File: src/rtl/mult_pkg.sv
// Shared widths, counter sizing and controller state encoding for the
// shift-and-add multiplier.
package mult_pkg;
  localparam int OPW   = 4;
  localparam int PW    = 8;
  localparam int NITER = 4;
  localparam int CNTW  = $clog2(NITER);

  typedef enum logic [1:0] {
    IDLE = 2'd0,
    RUN  = 2'd1,
    DONE = 2'd2
  } state_t;
endpackage

File: src/rtl/shift_add_multiplier_adder_4bit.sv
// 4-bit ripple-carry adder built from single-bit full adders; this is the
// only arithmetic used by the multiplier datapath.
module full_adder (
  input  logic a,
  input  logic b,
  input  logic cin,
  output logic sum,
  output logic cout
);
  assign sum  = a ^ b ^ cin;
  assign cout = (a & b) | (cin & (a ^ b));
endmodule

module adder_4bit
  import mult_pkg::*;
(
  input  logic           cin,
  input  logic [OPW-1:0] a,
  input  logic [OPW-1:0] b,
  output logic [OPW-1:0] sum,
  output logic           cout
);
  logic [OPW:0] carry;

  assign carry[0] = cin;
  assign cout     = carry[OPW];

  for (genvar i = 0; i < OPW; i++) begin : g_bit
    full_adder u_fa (
      .a    (a[i]),
      .b    (b[i]),
      .cin  (carry[i]),
      .sum  (sum[i]),
      .cout (carry[i+1])
    );
  end
endmodule

File: src/rtl/shift_add_multiplier.sv
// Sequential 4x4 unsigned shift-and-add multiplier reusing one ripple adder.
// Optional MULT_ZERO_BYPASS_EN: zero operands skip RUN and finish in one cycle.
module shift_add_multiplier
  import mult_pkg::*;
(
  input  logic           clk,
  input  logic           rst_n,
  input  logic           start,
  input  logic [OPW-1:0] a,
  input  logic [OPW-1:0] b,
  output logic           busy,
  output logic           done,
  output logic [PW-1:0]  product
);
  // Handshake: start is accepted only in IDLE (busy=0); while busy=1 start and
  // operands are ignored; done is a one-cycle pulse with product valid, and
  // product holds until the next completion.
  state_t          state;
  logic [OPW-1:0]  mcand, acc, mq;
  logic [CNTW-1:0] cnt;
  logic [OPW-1:0]  addend, sum;
  logic            cout;
  logic [CNTW-1:0] cnt_next;

  assign addend   = mq[0] ? mcand : '0;
  assign cnt_next = {cnt[1] ^ cnt[0], ~cnt[0]};

  adder_4bit u_adder (
    .cin  (1'b0),
    .a    (acc),
    .b    (addend),
    .sum  (sum),
    .cout (cout)
  );

  always_ff @(posedge clk) begin
    if (!rst_n) begin
      state   <= IDLE;
      busy    <= 1'b0;
      done    <= 1'b0;
      product <= '0;
      mcand   <= '0;
      acc     <= '0;
      mq      <= '0;
      cnt     <= '0;
    end else begin
      case (state)
        IDLE: begin
          done <= 1'b0;
          if (start) begin
            mcand <= a;
            mq    <= b;
            acc   <= '0;
            cnt   <= '0;
            busy  <= 1'b1;
`ifdef MULT_ZERO_BYPASS_EN
            if (a == '0 || b == '0) begin
              product <= '0;
              done    <= 1'b1;
              state   <= DONE;
            end else begin
              state <= RUN;
            end
`else
            state <= RUN;
`endif
          end
        end
        RUN: begin
          // {acc, mq} <= {cout, sum, mq[3:1]}: shift the partial sum right into mq
          acc <= {cout, sum[OPW-1:1]};
          mq  <= {sum[0], mq[OPW-1:1]};
          cnt <= cnt_next;
          if (cnt == CNTW'(NITER - 1)) begin
            product <= {cout, sum, mq[OPW-1:1]};
            done    <= 1'b1;
            state   <= DONE;
          end
        end
        DONE: begin
          done  <= 1'b0;
          busy  <= 1'b0;
          state <= IDLE;
        end
        default: begin
          state <= IDLE;
          busy  <= 1'b0;
          done  <= 1'b0;
        end
      endcase
    end
  end
endmodule

File: config.mk
export PLATFORM = sky130hd
export DESIGN_NAME = shift_add_multiplier
export DESIGN_NICKNAME = d
export VERILOG_FILES = /design/src/rtl/mult_pkg.sv /design/src/rtl/shift_add_multiplier_adder_4bit.sv /design/src/rtl/shift_add_multiplier.sv
export SDC_FILE = /design/constraint.sdc
export NUM_CORES = 1
export LEC_CHECK = 0
export CAP_MARGIN = 20
export CORE_UTILIZATION = 40
export DETAILED_ROUTE_END_ITERATION = 16
export DONT_BUFFER_PORTS = 1
export GPL_TIMING_DRIVEN = 0
export PLACE_DENSITY = 0.55
export RECOVER_POWER = 25
export SLEW_MARGIN = 20
export SYNTH_ARGS = -nofsm -noshare
export SYNTH_HDL_FRONTEND = slang
export SYNTH_SLANG_ARGS = --single-unit
File: constraint.sdc
create_clock -name clk -period 5 [get_ports clk]
set_input_delay 0 -clock clk [delete_from_list [all_inputs] [get_ports clk]]
set_output_delay 0 -clock clk [all_outputs]
set_load 0.02 [all_outputs]
==> impl_metrics.ini <==
[timing]
finalHoldViolations = 0
worst_pin_slew_ns = 0.461
rsz0062_at_grt = false
finalCritPeriodShare_pct = 49.7
fin_worst_skew_ns = 0.00274
slew_violations = 0
final.min_clock_period_ns = 2.48
fmax_mhz = 403
fin_worst_hold_slack_ns = 0.0291
fin_setup_tns_ns = 0
finalSetupViolCount = 0
relSlewSlack_pct = 69.1

[layout]
final_common_cell = dfxtp_1
regArea_um2 = 520
mostFrequentLayoutCells = 26 x dfxtp_1, 17 x nand2_1, 15 x o21ai_0
fillers = 260
drive_gt1_share_pct = 11.8
n_antenna_cell = 0
nets = 153
multi_input_area_um2 = 538
area_growth_pct = 16.4

[clock_network]
clk_pin_slew_worst_paths_ns = 0.14
cts_sinks = 26
cts_tree = yes
clockBufferDepth = 2
cts_buffers = 3
clk_latency_ns = 0.33
clockRootBuffer = clkbuf_4
postCtsSetupRepairBufs = 0
cts_max_level = 1

[yosys]
ys_async_sr_fraction_pct = 0
ys_types = 28
netlist.area_leader.share_pct = 46.3
synth_area_leaders = dfxtp_1 46%, o21ai_0 6.7%, nand2_1 5.7%, fa_1 5.3%, mux2i_1 3.6%
synthFlopType = dfxtp_1
syn_inst = 121
synth_edf_count = 0
yosysSeqAreaShare_pct = 46.3
synth_area_leader_cell = dfxtp_1
yosysWarnings = 0
syn-cell-area_mm2 = 0.00112
ys_ff_latch = 26
syn_nets = 137
syn_area_per_cell_um2 = 9.30

[setup_path]
path_cells = and2_1, ha_1, inv_1, fa_1, fa_1, fa_1, o32ai_1
setup.worst_path.end_class = flop
path_common_cell = fa_1
crit_buf_inv = 1
crit_type = reg2reg
max_stage_delay_ns = 0.51
cp_max_fo = 5
crit_family = adder cells
slowest_stage = fa_1
start_kind = flop
worstPathRequired_ns = 5.25
cp_data_arrival_time_ns = 2.73

[outcome]
status = finished, final reports clean

[power_and_ir_drop]
ir_drop_mv = 0.198
powerDensity_mw_per_mm2 = 281
power.leakage_uw = 0.000455

[global_route]
grt-ovfl-total = 0
grt_pass1_vias = 778
antenna_found_initial = 0
grt_pass1_wl_um = 3550
use_met2_pct = 26.9
busiest_layer = met2
grt_max_degree = 15
global_route.usage.met3_pct = 5.46
gr-usage-met1_pct = 21.8
grtUsageTotal_pct = 17.1

[floorplan]
fp.dieH_um = 55.0
start_util_pct = 43.8
die-area_mm2 = 0.00303
die_w_um = 55.0
num_rows = 18
core-area_mm2 = 0.00257
ios = 21

[drt]
first_pass_iters = 5
wirelength_um = 2280
vias = 862
wl_per_cell_um = 13.7
ant_nets = 0
viasPerCell = 5.19
drc = 0
drtIter0Drc = 11

[hold_path]
worstHoldPathType = in2reg

[placed_design]
port_buffers = 0
post-dp-hpwl_um = 1550
place.gp.congestion = 0.749

[run]
maxCapViolations = 0
## final timing paths
| kind | startpoint | endpoint | slack (ns) | depth (start not counted) |
|---|---|---|---|---|
| setup / recovery | mq[0] | acc[2] | 2.52 | 7 |
| hold reg to reg | mcand[3] | mcand[3] | 0.47 | 2 |
| setup reg to reg | mq[0] | acc[2] | 2.52 | 7 |
| hold / removal | start | mcand[3] | 0.03 | 2 |
## sequential cells by signal, indices dropped and copies added (netlist names)
| register | flops |
|---|---|
| cnt | 2 |
| busy | 1 |
| mq | 4 |
| mcand | 4 |
| done | 1 |
| product | 8 |
| acc | 4 |
| state | 2 |
## per-stage QoR
step	power [µW]	instances	worst slack [ns]	area, µm²	util [%]
floorplan	247	121	2.69	1120	-
global placement	254	151	2.57	1160	45.3
detailed placement	255	151	2.55	1160	45.3
CTS	371	166	2.50	1310	51.0
global route	385	166	2.37	1310	51.0
finish	367	166	2.52	1310	51.0
## cells in the mapped netlist (all sizes together), types with 2 or more instances
master and number:
o211ai 4, mux2i 4, nand2b 4, o21ai 15
inv 5, ha 2, fa 3, a21oi 3
o32ai 4, dfxtp 26, a211oi 4, nand3 8
nand2 17, buf 7, nor2 7
## report_power, final
group	total, µW	switching, µW	internal, µW	leakage, µW
clock network	110	65.1	44.6	0.0000210
registers	221	6.25	214	0.000212
logic	36.9	20.2	16.7	0.000223
total	367	91.6	276	0.000455
## kinds of logic (layout without fill, tap and decap cells)
logic type	after synthesis	after routing	share of synthesized area [%]
flops	26	26	46.3
simple gates	42	42	18.8
mux	4	4	3.56
compound gates	31	31	17.9
fa+ha+maj	5	5	7.56
buf+inv	13	28	5.90
## metal layers
metal	part of all wire, %	vias to the layer above
li1	-	451
met1	50	392
met2	44	15
met3	4.3	4
met4	1.5	0
met5	0	-
## cell type report
class / instances / share of cell area (%)
Multi-Input combinational cell: 82 / 41.1
Sequential cell: 26 / 39.8
Buffer: 7 / 3.35
Timing Repair Buffer: 11 / 8.41
Inverter: 6 / 1.72
Clock buffer: 4 / 2.77
Tap cell: 30 / 2.87
## worst reg2reg max path: cells and delay by family (launching register included)
| kind | cells | cell delay [ns] |
|---|---|---|
| compound gates | 1 | 0.27 |
| buf+inv | 1 | 0.06 |
| simple gates | 1 | 0.16 |
| flops | 1 | 0.44 |
| fa+ha+maj | 4 | 1.48 |
## repair_timing
item	CTS	global route
hold buffers	11	0
endpoints found under the setup margin	0	0
hold endpoints to repair	24	0
gates resized for setup	0	0
No activity file was read; power rests on OpenSTA's default activity.
